File: config.mk
export PLATFORM = sky130hd
export DESIGN_NAME = prog_sequencer_flat
export DESIGN_NICKNAME = d
export VERILOG_FILES = /design/src/rtl/prog_sequencer_if.sv /design/src/rtl/prog_sequencer.sv /design/src/flat_wrapper.sv
export SDC_FILE = /design/constraint.sdc
export NUM_CORES = 1
export LEC_CHECK = 0
export CAP_MARGIN = 20
export CORE_ASPECT_RATIO = 0.5
export CORE_MARGIN = 1
export CORE_UTILIZATION = 50
export DETAILED_ROUTE_END_ITERATION = 10
export PLACE_DENSITY = 0.77
export REMOVE_ABC_BUFFERS = 1
export SYNTH_ARGS = -nofsm -noshare
export SYNTH_HDL_FRONTEND = slang
export SYNTH_SLANG_ARGS = --single-unit
File: constraint.sdc
create_clock -name CLK -period 6.4 [get_ports CLK]
set_clock_uncertainty 0.1 [all_clocks]
set_input_delay 1.28 -clock CLK [delete_from_list [all_inputs] [get_ports CLK]]
set_output_delay 1.28 -clock CLK [all_outputs]
set_load 0.05 [all_outputs]
File: src/rtl/prog_sequencer_if.sv
`default_nettype none
// ============================================================================
// Module      : prog_sequencer_if
// Description : Host/core-facing signal bundle of the program sequencer.
//               master = host/testbench side, slave = sequencer side.
//   Start       host -> seq   level; begin or resume the program sequence
//   Done_in     core -> seq   level; current program finished
//   Init        seq  -> fetch load Start_PC into the fetch unit
//   Start_PC    seq  -> fetch start address of the current program
//   Prog_idx    seq  -> host  index of the current program
//   Running     seq  -> host  high while the program is executing
//   Cycle_count seq  -> host  run length of the last completed program
//   Count_valid seq  -> host  one-cycle pulse: Cycle_count/Timeout updated
//   Timeout     seq  -> host  last program was aborted by the watchdog
//   All_done    seq  -> host  every program in the table has finished
// Revision    : 1.0 - initial release
// ============================================================================
interface prog_sequencer_if #(
    parameter int CW = 32
);
    logic          Start;
    logic          Done_in;
    logic          Init;
    logic [15:0]   Start_PC;
    logic [1:0]    Prog_idx;
    logic          Running;
    logic [CW-1:0] Cycle_count;
    logic          Count_valid;
    logic          Timeout;
    logic          All_done;

    modport master (
        output Start, Done_in,
        input  Init, Start_PC, Prog_idx, Running, Cycle_count,
               Count_valid, Timeout, All_done
    );

    modport slave (
        input  Start, Done_in,
        output Init, Start_PC, Prog_idx, Running, Cycle_count,
               Count_valid, Timeout, All_done
    );
endinterface
`default_nettype wire

File: src/rtl/prog_sequencer.sv
`default_nettype none
// ============================================================================
// Module      : prog_sequencer
// Description : Run controller for the fetch unit and core. Walks a fixed
//               table of program start addresses; for each program it holds
//               Init for INIT_CYCLES cycles with the matching Start_PC,
//               counts run cycles until Done_in (or the watchdog fires) and
//               reports the count with a one-cycle Count_valid pulse.
// Ports       : CLK      - system clock, all state on posedge
//               Reset_n  - asynchronous active-low reset
//               bus      - prog_sequencer_if.slave (Start/Done_in in,
//                          Init/Start_PC/status/report out)
// Revision    : 1.0 - initial release
// ============================================================================
module prog_sequencer #(
    parameter int            NUM_PROGS    = 3,
    parameter logic [15:0]   PC0          = 16'd66,
    parameter logic [15:0]   PC1          = 16'd124,
    parameter logic [15:0]   PC2          = 16'd301,
    parameter logic [15:0]   PC3          = 16'd0,
    parameter int            INIT_CYCLES  = 2,
    parameter int            CW           = 32,
    parameter logic [CW-1:0] TIMEOUT      = CW'(1_000_000),
    parameter bit            AUTO_ADVANCE = 1'b1
) (
    input  wire logic        CLK,
    input  wire logic        Reset_n,
    prog_sequencer_if.slave  bus
);

    localparam int            c_IW        = (INIT_CYCLES > 1) ? $clog2(INIT_CYCLES) : 1;
    localparam logic [c_IW-1:0] c_INIT_LAST = c_IW'(INIT_CYCLES - 1);
    localparam logic [1:0]    c_LAST_IDX  = 2'(NUM_PROGS - 1);
    localparam logic [CW-1:0] c_CNT_MAX   = '1;

    localparam logic [2:0] c_IDLE     = 3'd0;
    localparam logic [2:0] c_SETUP    = 3'd1;  // restart from FINISHED: table[0] settles before Init
    localparam logic [2:0] c_LOAD     = 3'd2;
    localparam logic [2:0] c_RUN      = 3'd3;
    localparam logic [2:0] c_REPORT   = 3'd4;
    localparam logic [2:0] c_FINISHED = 3'd5;

    logic [2:0]      r_state;
    logic [1:0]      r_prog_idx;
    logic [15:0]     r_start_pc;
    logic [c_IW-1:0] r_init_cnt;
    logic [CW-1:0]   r_run_cnt;
    logic [CW-1:0]   r_cycle_count;
    logic            r_timeout;

    function automatic logic [15:0] f_pc(input logic [1:0] idx);
        case (idx)
            2'd0:    return PC0;
            2'd1:    return PC1;
            2'd2:    return PC2;
            default: return PC3;
        endcase
    endfunction

    always_ff @(posedge CLK or negedge Reset_n) begin
        if (!Reset_n) begin
            r_state       <= c_IDLE;
            r_prog_idx    <= 2'd0;
            r_start_pc    <= PC0;
            r_init_cnt    <= '0;
            r_run_cnt     <= '0;
            r_cycle_count <= '0;
            r_timeout     <= 1'b0;
        end else begin
            case (r_state)
                c_IDLE: begin
                    if (bus.Start) r_state <= c_LOAD;
                end
                c_SETUP: begin
                    r_state <= c_LOAD;
                end
                // Done_in is deliberately ignored here: the previous
                // program's Done may still be asserted.
                c_LOAD: begin
                    if (r_init_cnt == c_INIT_LAST) begin
                        r_init_cnt <= '0;
                        r_run_cnt  <= CW'(1);
                        r_state    <= c_RUN;
                    end else begin
                        r_init_cnt <= r_init_cnt + 1'b1;
                    end
                end
                // Done takes priority over a watchdog expiry in the same cycle.
                c_RUN: begin
                    if (bus.Done_in) begin
                        r_cycle_count <= r_run_cnt;
                        r_timeout     <= 1'b0;
                        r_state       <= c_REPORT;
                    end else if (r_run_cnt == TIMEOUT) begin
                        r_cycle_count <= TIMEOUT;
                        r_timeout     <= 1'b1;
                        r_state       <= c_REPORT;
                    end else if (r_run_cnt != c_CNT_MAX) begin
                        r_run_cnt <= r_run_cnt + 1'b1;
                    end
                end
                // Start_PC is loaded together with the new index so it is
                // already correct in the first Init cycle of the next program.
                c_REPORT: begin
                    if (r_prog_idx == c_LAST_IDX) begin
                        r_state <= c_FINISHED;
                    end else begin
                        r_prog_idx <= r_prog_idx + 2'd1;
                        r_start_pc <= f_pc(r_prog_idx + 2'd1);
                        r_state    <= AUTO_ADVANCE ? c_LOAD : c_IDLE;
                    end
                end
                c_FINISHED: begin
                    if (bus.Start) begin
                        r_prog_idx <= 2'd0;
                        r_start_pc <= PC0;
                        r_timeout  <= 1'b0;
                        r_state    <= c_SETUP;
                    end
                end
                default: r_state <= c_IDLE;
            endcase
        end
    end

    assign bus.Init        = (r_state == c_LOAD);
    assign bus.Running     = (r_state == c_RUN);
    assign bus.Count_valid = (r_state == c_REPORT);
    assign bus.All_done    = (r_state == c_FINISHED);
    assign bus.Start_PC    = r_start_pc;
    assign bus.Prog_idx    = r_prog_idx;
    assign bus.Cycle_count = r_cycle_count;
    assign bus.Timeout     = r_timeout;

endmodule
`default_nettype wire

File: src/flat_wrapper.sv
// flat-port wrapper written by rule: the top's interface ports become plain ports
module prog_sequencer_flat 
#(
    parameter int            NUM_PROGS    = 3,
    parameter logic [15:0]   PC0          = 16'd66,
    parameter logic [15:0]   PC1          = 16'd124,
    parameter logic [15:0]   PC2          = 16'd301,
    parameter logic [15:0]   PC3          = 16'd0,
    parameter int            INIT_CYCLES  = 2,
    parameter int            CW           = 32,
    parameter logic [CW-1:0] TIMEOUT      = CW'(1_000_000),
    parameter bit            AUTO_ADVANCE = 1'b1
)
  (CLK, Reset_n, bus_Start, bus_Done_in, bus_Init, bus_Start_PC, bus_Prog_idx, bus_Running, bus_Cycle_count, bus_Count_valid, bus_Timeout, bus_All_done);
  prog_sequencer_if #(.CW(CW)) bus_i ();
  input  wire logic CLK;
  input  wire logic Reset_n;
  input wire logic [$bits(bus_i.Start)-1:0] bus_Start;
  input wire logic [$bits(bus_i.Done_in)-1:0] bus_Done_in;
  output wire logic [$bits(bus_i.Init)-1:0] bus_Init;
  output wire logic [$bits(bus_i.Start_PC)-1:0] bus_Start_PC;
  output wire logic [$bits(bus_i.Prog_idx)-1:0] bus_Prog_idx;
  output wire logic [$bits(bus_i.Running)-1:0] bus_Running;
  output wire logic [$bits(bus_i.Cycle_count)-1:0] bus_Cycle_count;
  output wire logic [$bits(bus_i.Count_valid)-1:0] bus_Count_valid;
  output wire logic [$bits(bus_i.Timeout)-1:0] bus_Timeout;
  output wire logic [$bits(bus_i.All_done)-1:0] bus_All_done;
  assign bus_i.Start = bus_Start;
  assign bus_i.Done_in = bus_Done_in;
  assign bus_Init = bus_i.Init;
  assign bus_Start_PC = bus_i.Start_PC;
  assign bus_Prog_idx = bus_i.Prog_idx;
  assign bus_Running = bus_i.Running;
  assign bus_Cycle_count = bus_i.Cycle_count;
  assign bus_Count_valid = bus_i.Count_valid;
  assign bus_Timeout = bus_i.Timeout;
  assign bus_All_done = bus_i.All_done;
  prog_sequencer #(.NUM_PROGS(NUM_PROGS), .PC0(PC0), .PC1(PC1), .PC2(PC2), .PC3(PC3), .INIT_CYCLES(INIT_CYCLES), .CW(CW), .TIMEOUT(TIMEOUT), .AUTO_ADVANCE(AUTO_ADVANCE)) u_core (.CLK(CLK), .Reset_n(Reset_n), .bus(bus_i));
endmodule
==> results.cfg, run 1 <==
[grt]
grt_overflow_total = 0
grt_pass1_wl_mm = 15.3
grt_pass1_vias = 2924
grt_start_max_net_pins = 77
antenna_found_initial = 0
track_usage = 0.249

[cells_and_area]
drive_gt1_frac = 0.0781
layout_commonest_cell = dfrtp_1
design_area_um2 = 4510
layout-area-overhead-vs-synth_pct = 19.8
final_cell_mix = dfrtp_1 (74), clkdlybuf4s50_1 (49), nand2_1 (27)
nets = 402
multi_input_comb_area_um2 = 1630
final.fill_count = 521
utilization = 0.648
layout.cells.non_filler = 489
seq_area_um2 = 1900
antenna_cells = 0

[routing]
avgViaCountPerCell = 6.22
drt-total-wl_mm = 8.98
avgRoutedWirePerCell_um = 18.4
wl_met3_um = 701
met2_length_mm = 3.77
drt-met1-wl_mm = 4.35
drt_first_iter_violations = 366
antenna_left = 0
drc = 0
route.vias.total = 3043
drtPass1Iterations = 5
highest_layer = met4

[clock_network]
cts_setup_buffers = 0
cts-root-buf = clkbuf_16
clk_latency_ns = 0.34
clockBufferDepth = 2
cts_max_level = 3
cts.repair.resized = 0
clock_sinks = 76
tritoncts = yes
cts_buffers = 9
ctsHoldBuffers = 0
cts.clk_slew.worst_paths_ns = 0.06

[power]
powerDensity_nw_per_um2 = 423
vdd_drop_max_uv = 357
finalPower_mw = 1.91
p_leak_nw = 1.86

[synth]
async_reset_ff_frac = 1.00
avgSynthCellArea_um2 = 10.6
netlist_area_um2 = 3770
synth_ff_type = dfrtp_1
synthCells = 354
ys_types = 53
ys_seq_area_frac = 0.506
ys_ff_latch = 76
synth_edf_count = 0
yosys_warnings = 0

[setup_path]
timing.rr.end = u_core.r_run_cnt[23]$_DFFE_PN0P_
cp_max_fo = 16
r2r_cells = 7
crit_family = buffers and inverters
critical_path_class = reg -> out
cp.required_ns = 5.02
cp_slowest_cell = clkdlybuf4s50_1
slowest_delay_ns = 0.84
start_kind = flip-flop
reg2reg_from = u_core.r_run_cnt[1]$_DFFE_PN0P_
crit_chain = nand2_1, inv_1, clkdlybuf4s50_1
cp.arrival_ns = 2.34
cp-end-kind = primary output
cp_num_buf_inv = 2
r2r_slack_ns = 3.14

[floorplanning]
io_pins = 59
core_area_um2 = 6960
dieArea_um2 = 7900
start_util = 0.541
rows = 21
die_y_um = 63.4
die_x_um = 125

[sta]
tightestPinTransition_ns = 0.985
fmax_mhz = 268
setup_viol = 0
rsz0062_at_grt = false
final-hold-violation-count = 0
hold_slack_ns = 0.362
setup_ws_ns = 2.68
finalCritPeriodShare = 0.582
layout_min_cycle_time_ns = 3.72
slew-limit-headroom = 0.342
tns_ns = 0
drv_slew = 0

[worst_hold_path]
hold_class = reg -> reg
holdPathEnd = u_core.bus.Start_PC[1]$_DFFE_PN1P_
min_from = u_core.bus.Start_PC[1]$_DFFE_PN1P_
hold-path-cell-count = 2

[job]
maxCapViolations = 0

[placed_design]
pre_cts_slack_ns = 2.56
dp.cells = 473
gp_congestion = 0.912
port_buffers = 50
dpl-instance-area_um2 = 4200
place_hpwl_mm = 6.06

[outcome]
status = finished, final reports clean
==> worst max-delay path by stage <==
stage,from,to,slack [ns],cells past startpoint
5_1_grt,u_core.r_state[1]$_DFFE_PN0P_,bus_Running,2.51,4
6_report,u_core.r_state[0]$_DFFE_PN0P_,bus_Running,2.68,3
4_1_cts,u_core.r_state[0]$_DFFE_PN0P_,bus_Running,2.69,3
3_3_place_gp,bus_Done_in,u_core.r_run_cnt[1]$_DFFE_PN0P_,2.70,6
3_5_place_dp,bus_Done_in,u_core.r_run_cnt[1]$_DFFE_PN0P_,2.56,6
2_1_floorplan,bus_Done_in,u_core.r_run_cnt[1]$_DFFE_PN0P_,3.52,5
==> state kept, by name, summed over array words and instances (netlist names) <==
name / count
u_core.bus.Start_PC: 5
u_core.r_init_cnt: 1
u_core.r_run_cnt: 32
u_core.bus.Cycle_count: 32
u_core.bus.Prog_idx: 2
u_core.r_state: 3
u_core.bus.Timeout: 1
==> tightest hold or removal path, delay by kind of cell, from the launching register on <==
family                 cells  cell delay, ns
flip-flops                 1            0.37
AO/OA/AOI/OAI              1            0.05
buffers and inverters      1            0.04
==> cells in the mapped netlist (all sizes together), types with 4 or more instances <==
cell    count  area share
dfrtp      74        0.49
nand2      27       0.027
a22o       26       0.060
buf        22       0.047
o211ai     22       0.044
o31ai      21       0.042
nor2       17       0.018
inv        13       0.013
nand4      11       0.020
clkbuf     10       0.010
nand3      10       0.015
a21oi       8       0.012
o21ai       8       0.011
o22a        8       0.019
o41ai       7       0.016
or3         7       0.012
ha          6       0.020
nor4        5      0.0083
o311ai      5       0.012
nand2b      4      0.0066
nor2b       4      0.0066
nor3        4      0.0053
or2         4      0.0066
or4         4      0.0080
==> layer usage <==
metal,up-vias,GRT usage
met5,-,0
met4,0,0.0843
met3,18,0.0748
met2,129,0.360
met1,1487,0.356
li1,1409,-
==> where the power goes <==
| group | internal [mW] | switching [mW] | leakage, nW | total, mW |
|---|---|---|---|---|
| combinational | 0.225 | 0.529 | 0.692 | 0.753 |
| clock | 0.334 | 0.187 | 0.150 | 0.521 |
| sequential | 0.555 | 0.0804 | 1.02 | 0.635 |
==> kinds of logic (layout without fill, tap and decap cells) <==
group	count (synthesis)	count (layout)	share of synthesized area
fa+ha+maj	6	6	0.0199
simple gates	108	108	0.161
compound gates	115	115	0.235
other cells	1	8	0.000996
mux	1	1	0.00266
flops	76	76	0.506
xor+xnor	2	2	0.00465
buf+inv	45	81	0.0698
==> cell type report <==
cell class / count / area share
Clock buffer: 15 / 0.0616
Clock inverter: 1 / 0.00666
Inverter: 13 / 0.0108
Multi-Input combinational cell: 240 / 0.360
Sequential cell: 76 / 0.422
Tap cell: 92 / 0.0255
Timing Repair Buffer: 52 / 0.113
Power figures use the tool's default switching activity.
==> run 2: changes to the inputs <==
--- a/config.mk
+++ b/config.mk
@@ -8,9 +8,9 @@
 export CAP_MARGIN = 20
 export CORE_ASPECT_RATIO = 0.5
 export CORE_MARGIN = 1
-export CORE_UTILIZATION = 50
+export CORE_UTILIZATION = 49
 export DETAILED_ROUTE_END_ITERATION = 10
-export PLACE_DENSITY = 0.77
+export PLACE_DENSITY = 0.79
 export REMOVE_ABC_BUFFERS = 1
 export SYNTH_ARGS = -nofsm -noshare
 export SYNTH_HDL_FRONTEND = slang
==> constraint.sdc (replaced) <==
create_clock -name CLK -period 3.3 [get_ports CLK]
set_clock_uncertainty 0.1 [all_clocks]
set_input_delay 0.66 -clock CLK [delete_from_list [all_inputs] [get_ports CLK]]
set_output_delay 0.66 -clock CLK [all_outputs]
set_load 0.05 [all_outputs]
==> run 2 against run 1 <==
Net effect: die area is 2.0% higher; critical path type unchanged; clock power is 90% higher; critical path depth stayed put; sequential power is 94% higher.
==> results.cfg, run 2 (synthesis gave the netlist of run 1 again) <==
[setup_path]
slowest_delay_ns = 0.88
cp_slowest_cell = clkdlybuf4s50_1
reg2reg_from = u_core.r_run_cnt[1]$_DFFE_PN0P_
crit_chain = inv_1, nor2_1, clkdlybuf4s50_1
cp.required_ns = 2.54
cp_max_fo = 16
start_kind = flip-flop
cp-end-kind = primary output
critical_path_class = reg -> out
cp.arrival_ns = 2.28
crit_path_start = u_core.r_state[0]$_DFFE_PN0P_

[routing]
drt_first_iter_violations = 307
drc = 0
drtPass1Iterations = 5
avgViaCountPerCell = 6.30
antenna_left = 0
avgRoutedWirePerCell_um = 18.1
route.vias.total = 3157
drt-total-wl_mm = 9.05

[clock_network]
ctsHoldBuffers = 0
cts-root-buf = clkbuf_16
tritoncts = yes
cts_setup_buffers = 0
cts_max_level = 3
clk_latency_ns = 0.34
clockBufferDepth = 2
cts.clk_slew.worst_paths_ns = 0.06
cts.repair.resized = 0
cts_buffers = 9
clock_sinks = 76

[floorplanning]
start_util = 0.511
core_area_um2 = 7380
io_pins = 59
dieArea_um2 = 8060
die_y_um = 64.0
rows = 22
die_x_um = 126

[sta]
layout_min_cycle_time_ns = 3.04
tightestPinTransition_ns = 0.936
drv_slew = 0
slew-limit-headroom = 0.372
tns_ns = 0
final-hold-violation-count = 0
finalCritPeriodShare = 0.920
rsz0062_at_grt = false
fmax_mhz = 329
setup_viol = 0
setup_ws_ns = 0.262

[placed_design]
gp_congestion = 0.936
pre_cts_slack_ns = 0.471
port_buffers = 50
place_hpwl_mm = 6.17
dp.cells = 485

[power]
p_int_mw = 2.17
pwr-share-comb = 0.406
powerDensity_nw_per_um2 = 817
vdd_drop_max_uv = 619
clkPwrFrac = 0.265
switching_share = 0.419
seqPwrFrac = 0.329
netSwitchingPower_mw = 1.56
p_leak_nw = 1.90

[cells_and_area]
layout-area-overhead-vs-synth_pct = 21.4
final.fill_count = 591
layout.cells.non_filler = 501
drive_gt1_frac = 0.101
antenna_cells = 0
layout_commonest_cell = dfrtp_1
final_cell_mix = dfrtp_1 (74), clkdlybuf4s50_1 (49), nand2_1 (27)
nets = 410

[grt]
met2_usage = 0.366
grt_use_met3 = 0.0754
track_usage = 0.240
busiest_layer = met2
use_met1 = 0.330
grt_overflow_total = 0
grt_start_max_net_pins = 77
grt_pass1_wl_mm = 15.0
antenna_found_initial = 0
grt_pass1_vias = 2966

[outcome]
status = finished, final reports clean

[worst_hold_path]
min_from = u_core.bus.Start_PC[1]$_DFFE_PN1P_
hold_class = reg -> reg

[job]
maxCapViolations = 0
-- run 2: stage by stage --
step                utilization  cell area, um^2  power [mW]  hold slack [ns]
detailed placement        0.579             4270        2.75            0.360
finish                    0.620             4570        3.74            0.365
global route              0.620             4570        3.92            0.398
global placement          0.579             4270        2.69            0.356
floorplan                     -             3580        2.20            0.264
CTS                       0.620             4570        3.75            0.368
-- run 2: worst paths after layout --
kind                                                              end  slack, ns  depth (start not counted)
worst max-delay path                                     bus_All_done       0.26                          3
worst min-delay path               u_core.bus.Start_PC[1]$_DFFE_PN1P_       0.36                          2
worst max register to register       u_core.r_run_cnt[23]$_DFFE_PN0P_       0.48                          8
worst min register to register     u_core.bus.Start_PC[1]$_DFFE_PN1P_       0.36                          2
max in group asynchronous       u_core.bus.Cycle_count[0]$_DFFE_PN0P_       2.04                          2
min in group asynchronous       u_core.bus.Cycle_count[7]$_DFFE_PN0P_       0.45                          2
-- run 2: area by class of cell --
class	count	area (um^2)	share of cell area
Sequential cell	76	1900	0.416
Multi-Input combinational cell	240	1630	0.355
Timing Repair Buffer	60	571	0.125
Clock buffer	12	256	0.0561
Tap cell	96	120	0.0263
Inverter	13	48.8	0.0107
Clock inverter	4	47.5	0.0104
-- run 2: power groups by stage --
stage,Combinational [mW],Sequential (mW),Clock [mW]
floorplan,0.595,1.61,0
detailed placement,1.51,1.24,0
CTS,1.52,1.23,1.01
global placement,1.47,1.22,0
finish,1.52,1.23,0.990
global route,1.61,1.25,1.05
-- run 2: layer usage --
metal | share of wire | up-vias
li1 | - | 1429
met3 | 0.098 | 12
met2 | 0.43 | 174
met5 | 0 | -
met1 | 0.46 | 1542
met4 | 0.011 | 0
-- run 2: critical path, delay by kind of cell (launching register included) --
kind / cells / cell delay (ns)
and+or+nand+nor: 1 / 0.33
buffers and inverters: 2 / 1.00
DFF: 1 / 0.61
==> variant 1 (flow settings as in run 2) <==
`AUTO_ADVANCE` is set to 1'b1 in 2 places; all go to 1'b0.
--- a/src/rtl/prog_sequencer.sv
+++ b/src/rtl/prog_sequencer.sv
@@ -23,3 +23,3 @@
     parameter logic [CW-1:0] TIMEOUT      = CW'(1_000_000),
-    parameter bit            AUTO_ADVANCE = 1'b1
+    parameter bit            AUTO_ADVANCE = 1'b0
 ) (
--- a/src/flat_wrapper.sv
+++ b/src/flat_wrapper.sv
@@ -11,3 +11,3 @@
     parameter logic [CW-1:0] TIMEOUT      = CW'(1_000_000),
-    parameter bit            AUTO_ADVANCE = 1'b1
+    parameter bit            AUTO_ADVANCE = 1'b0
 )
Behaviour: not the same (a bounded check fails within 10 cycles, from zero or initial values and one cycle with Reset_n low).
==> variant 1 against run 2 <==
Wire length grew 21%; sequential cell count stayed put; setup slack better by 0.091 ns; utilization fell by 0.14 points; die area rose by 8.1%; synthesized area up 8.3%; total power rose by 5.8%; global-route usage up 3.1 points; cell area rose by 8.6%; critical path type unchanged.
==> variant 1: results (changes against run 2) <==
| Metric | Value |
|---|---|
| GRT Overall Usage | `27.1% (was 24.0%)` |
| NumNets Final | `462 (was 410)` |
| Met2 routed WL | `4490 microns (was 3910 microns)` |
| GP Congestion | `0.939 (was 0.936)` |
| First-pass GRT wire length | `17100 microns (was 15000 microns)` |
| Worst Setup SP | `u_core.r_state[2] (was u_core.r_state[0])` |
| Commonest cells in the netlist | `74 x dfrtp_1, 41 x nand2_1, 29 x a22o_1, 22 x nor2_1, 20 x o31ai_1 (was 74 x dfrtp_1, 27 x nand2_1, 26 x a22o_1, 22 x o211ai_1, 21 x o31ai_1)` |
| F_max | `339 MHz (was 329 MHz)` |
| Worst reg2reg path endpoint | `u_core.r_run_cnt[6] (was u_core.r_run_cnt[23])` |
| Outcome | `finished clean (unchanged)` |
| Detailed Place HPWL | `7150 microns (was 6170 microns)` |
| CP Max Fanout | `9 (was 16)` |
| Reg2reg path depth | `6 (was 8)` |
| Synth top area cells | `dfrtp_1 45%, a22o_1 6.2%, nand2_1 3.8%, o31ai_1 3.7%, nand4_1 2.3% (was dfrtp_1 49%, a22o_1 6.0%, o211ai_1 4.4%, o31ai_1 4.2%, nand2_1 2.7%)` |
| Worst stage delay on the critical path | `0.82 ns (was 0.88 ns)` |
| Initial drt markers | `381 (was 307)` |
| M1 WL | `5310 microns (was 4150 microns)` |
| Worst IR drop on VDD | `854 uV (was 619 uV)` |
| Leakage power | `2.02 nW (was 1.90 nW)` |
| DR vias/cell | `6.21 (was 6.30)` |
| WL per Instance | `19.2 microns (was 18.1 microns)` |
| Post-CTS Setup Inserts | `0 (unchanged)` |
| Register area share after synthesis | `46.7% (was 50.6%)` |
| HP Class | `primary input to asynchronous set/reset pin (was flop to flop)` |
| Flop-to-flop setup slack | `0.54 ns (was 0.48 ns)` |
| CP Data Arrival Time | `2.19 ns (was 2.28 ns)` |
| Dpl ws | `0.524 ns (was 0.471 ns)` |
| Number of global-route vias before repair | `3181 (was 2966)` |
| Placed cell areas | `0.00459 sq mm (was 0.00427 sq mm)` |
| Met3 routed WL | `915 microns (was 884 microns)` |
## variant 1: report_power, final
group          internal, W  switching [W]  leakage [nW]  total (W)
registers          0.00108       0.000158          1.02    0.00124
clock network     0.000813       0.000390         0.179    0.00120
logic             0.000483        0.00103         0.821    0.00151
total              0.00237        0.00158          2.02    0.00395
## variant 1: layout make-up
cell class                      count  area (sq um)
Timing Repair Buffer               57           556
Inverter                           10          37.5
Sequential cell                    76          1900
Multi-Input combinational cell    298          1960
Tap cell                          112           140
Clock inverter                      7           139
Clock buffer                        9           225
Fill cell                         657          3060
## variant 1: worst reg2reg max path, cell delays in order, from the launching register on
cell and delay, ns:
dfrtp_1 0.45, ha_1 0.28, nand2_1 0.14, or4_4 0.63, o32ai_4 0.68, o311ai_0 0.24, o31ai_1 0.13
## variant 1: metrics by stage
stage               total power [W]  util, %  hold slack, ns  cells
CTS                         0.00395     61.7           0.408    568
global placement            0.00270     57.1           0.387    552
floorplan                   0.00221        -           0.264    384
global route                0.00411     61.9           0.422    569
finish                      0.00395     61.9           0.358    569
detailed placement          0.00272     57.1           0.389    552
## variant 1: logic make-up after synthesis
kind of cell | share of synthesized area (%)
XOR/XNOR | 0.429
other | 0.0919
AND/OR/NAND/NOR | 22.6
flip-flops | 46.7
adder cells (fa/ha/maj) | 1.84
buffers and inverters | 5.92
AO/OA/AOI/OAI | 21.9
multiplexers | 0.521
## variant 1: metal layers
layer,track usage [%],vias up
met1,41.6,1692
met3,5.06,18
met5,0,-
li1,-,1642
met4,11.5,0
met2,36.7,181
==> variant 2 (config.mk and constraints of run 2) <==
Without the edit above. Make the reset (`Reset_n`) synchronous in one clocked block. Comments in the files are not updated.
--- a/src/rtl/prog_sequencer.sv
+++ b/src/rtl/prog_sequencer.sv
@@ -59,3 +59,3 @@
 
-    always_ff @(posedge CLK or negedge Reset_n) begin
+    always_ff @(posedge CLK) begin
         if (!Reset_n) begin
Check against the original RTL: differs if Reset_n is asserted again (counterexample within 4 cycles, from zero or initial values and one cycle with Reset_n low); with Reset_n held inactive, the same outputs for 10 cycles.
==> variant 2 against run 2 <==
Sequential cell count stayed put; wire length is 18% higher; setup slack better by 0.050 ns; sequential share of layout area is 9.3 points lower; global-route usage is 3.9 points higher; synthesized cell count is 37% higher; die area is 1.9% higher; cell area is 3.0% higher; synthesized area is 2.0% higher.
Power is not compared: it rests on default switching activity, and its combinational part moved more than twofold at a synthesized area within 25%.
==> variant 2: results (changes against run 2) <==
| Metric | Value |
|---|---|
| Outcome | `finished clean (unchanged)` |
| Crit path to | `u_core.r_run_cnt[19] (was bus_All_done)` |
| DR vias/cell | `6.11 (was 6.30)` |
| Detailed Place HPWL | `7380 microns (was 6170 microns)` |
| NumNets Final | `524 (was 410)` |
| Placed cell areas | `0.00437 sq mm (was 0.00427 sq mm)` |
| Drt pass-1 iters | `5 (unchanged)` |
| Gate Count Post-Synth | `484 (was 354)` |
| Startpoint types | `flop (unchanged)` |
| Worst-margin pin slew | `0.942 ns (was 0.936 ns)` |
| First-pass GRT wire length | `18000 microns (was 15000 microns)` |
| Flop-to-flop setup slack | `0.31 ns (was 0.48 ns)` |
| GRT Overall Usage | `28.0% (was 24.0%)` |
| CP Max Fanout | `25 (was 16)` |
| Worst hold slack | `0.373 ns (was 0.365 ns)` |
| Antenna viol nets, final | `0 (unchanged)` |
| WL per Instance | `17.0 microns (was 18.1 microns)` |
| WHS Endpoint | `u_core.bus.Cycle_count[1] (was u_core.bus.Start_PC[1])` |
| R2r startpoint | `u_core.r_run_cnt[0] (was u_core.r_run_cnt[1])` |
| Number of fillers in the final layout | `682 (was 591)` |
| Post-synthesis adder-cell area fraction | `1.95% (was 1.99%)` |
| Hold-critical path depth | `2 (unchanged)` |
| Tcrit/Tclk final | `90.5% (was 92.0%)` |
| Synth Area in Compound Gates | `27.3% (was 23.5%)` |
| Synth async-reset ratio | `0% (was 100%)` |
| Dpl ws | `0.376 ns (was 0.471 ns)` |
| Via count of the routed design | `3831 (was 3157)` |
| Multiplexer area fraction after synthesis | `0% (was 0.266%)` |
| GP Congestion | `0.955 (was 0.936)` |
| Number of global-route vias before repair | `3663 (was 2966)` |
| Hold Crit Start | `u_core.bus.Cycle_count[1] (was u_core.bus.Start_PC[1])` |
| CP Data Arrival Time | `3.14 ns (was 2.28 ns)` |
| Synth top area cells | `dfxtp_1 40%, a21oi_1 6.0%, a31oi_1 5.9%, nand2_1 5.7%, o21ai_0 4.7% (was dfrtp_1 49%, a22o_1 6.0%, o211ai_1 4.4%, o31ai_1 4.2%, nand2_1 2.7%)` |
| Initial drt markers | `405 (was 307)` |
| Largest net degree at the start of global routing | `34 (was 77)` |
| Reg2reg path depth | `7 (was 8)` |
| Layout cells sized above 1 | `7.90% (was 10.1%)` |
| Register area share after synthesis | `39.6% (was 50.6%)` |
| XOR/XNOR Fraction of Synth Area | `0.684% (was 0.465%)` |
| Placed Cells | `611 (was 485)` |
| Commonest cells in the netlist | `76 x dfxtp_1, 58 x nand2_1, 46 x a21oi_1, 36 x a31oi_1, 36 x o21ai_0 (was 74 x dfrtp_1, 27 x nand2_1, 26 x a22o_1, 22 x o211ai_1, 21 x o31ai_1)` |
variant 2: cell types whose count changed in the layout (fill, tap and decap cells not counted), moves of 8 or more:
cell	run 2	this run
a21oi_1	7	46
dfrtp_1	74	0
o21ai_0	7	36
a22o_1	26	1
nand2_1	27	58
dfxtp_1	0	76
nor3_1	4	12
a31oi_1	2	36
o211ai_1	22	1
and3_1	2	10
o21a_1	1	12
o31ai_1	21	0
variant 2: report_power, final:
group / internal, W / switching (W) / total (W)
logic: 0.000222 / 0.000436 / 0.000658
clock network: 0.000704 / 0.000379 / 0.00108
registers: 0.000965 / 0.0000724 / 0.00104
total: 0.00189 / 0.000887 / 0.00278
variant 2: metal layers:
layer | vias to the layer above | track usage, % | routed length, microns
met3 | 18 | 7.76 | 835
li1 | 1830 | - | -
met4 | 0 | 9.52 | 205
met2 | 152 | 43.5 | 4620
met5 | - | 0 | 0
met1 | 1831 | 37.4 | 5020
variant 2: kinds of logic after synthesis:
kind of cell / Yosys count
AOI/OAI and AO/OA: 166
xor gates and xnor gates: 3
adders and majority gates: 6
buffers and inverters: 62
DFF: 76
other: 1
and+or+nand+nor: 170
variant 2: worst max-delay path: stages (launching register included):
cell      delay (ns)
dfxtp_1         0.42
inv_1           0.10
ha_1            0.15
or4b_1          0.51
nor4_4          0.52
a211oi_2        0.23
a21o_1          0.54
o221ai_1        0.33
variant 2: area by class of cell:
cell class                      count  area [sq um]  area share [%]
Tap cell                          108           135            2.87
Sequential cell                    76          1520            32.3
Inverter                           12          45.0           0.957
Multi-Input combinational cell    353          2070            44.0
Timing Repair Buffer               62           601            12.8
Clock buffer                       11           253            5.37
Clock inverter                      5          81.3            1.73
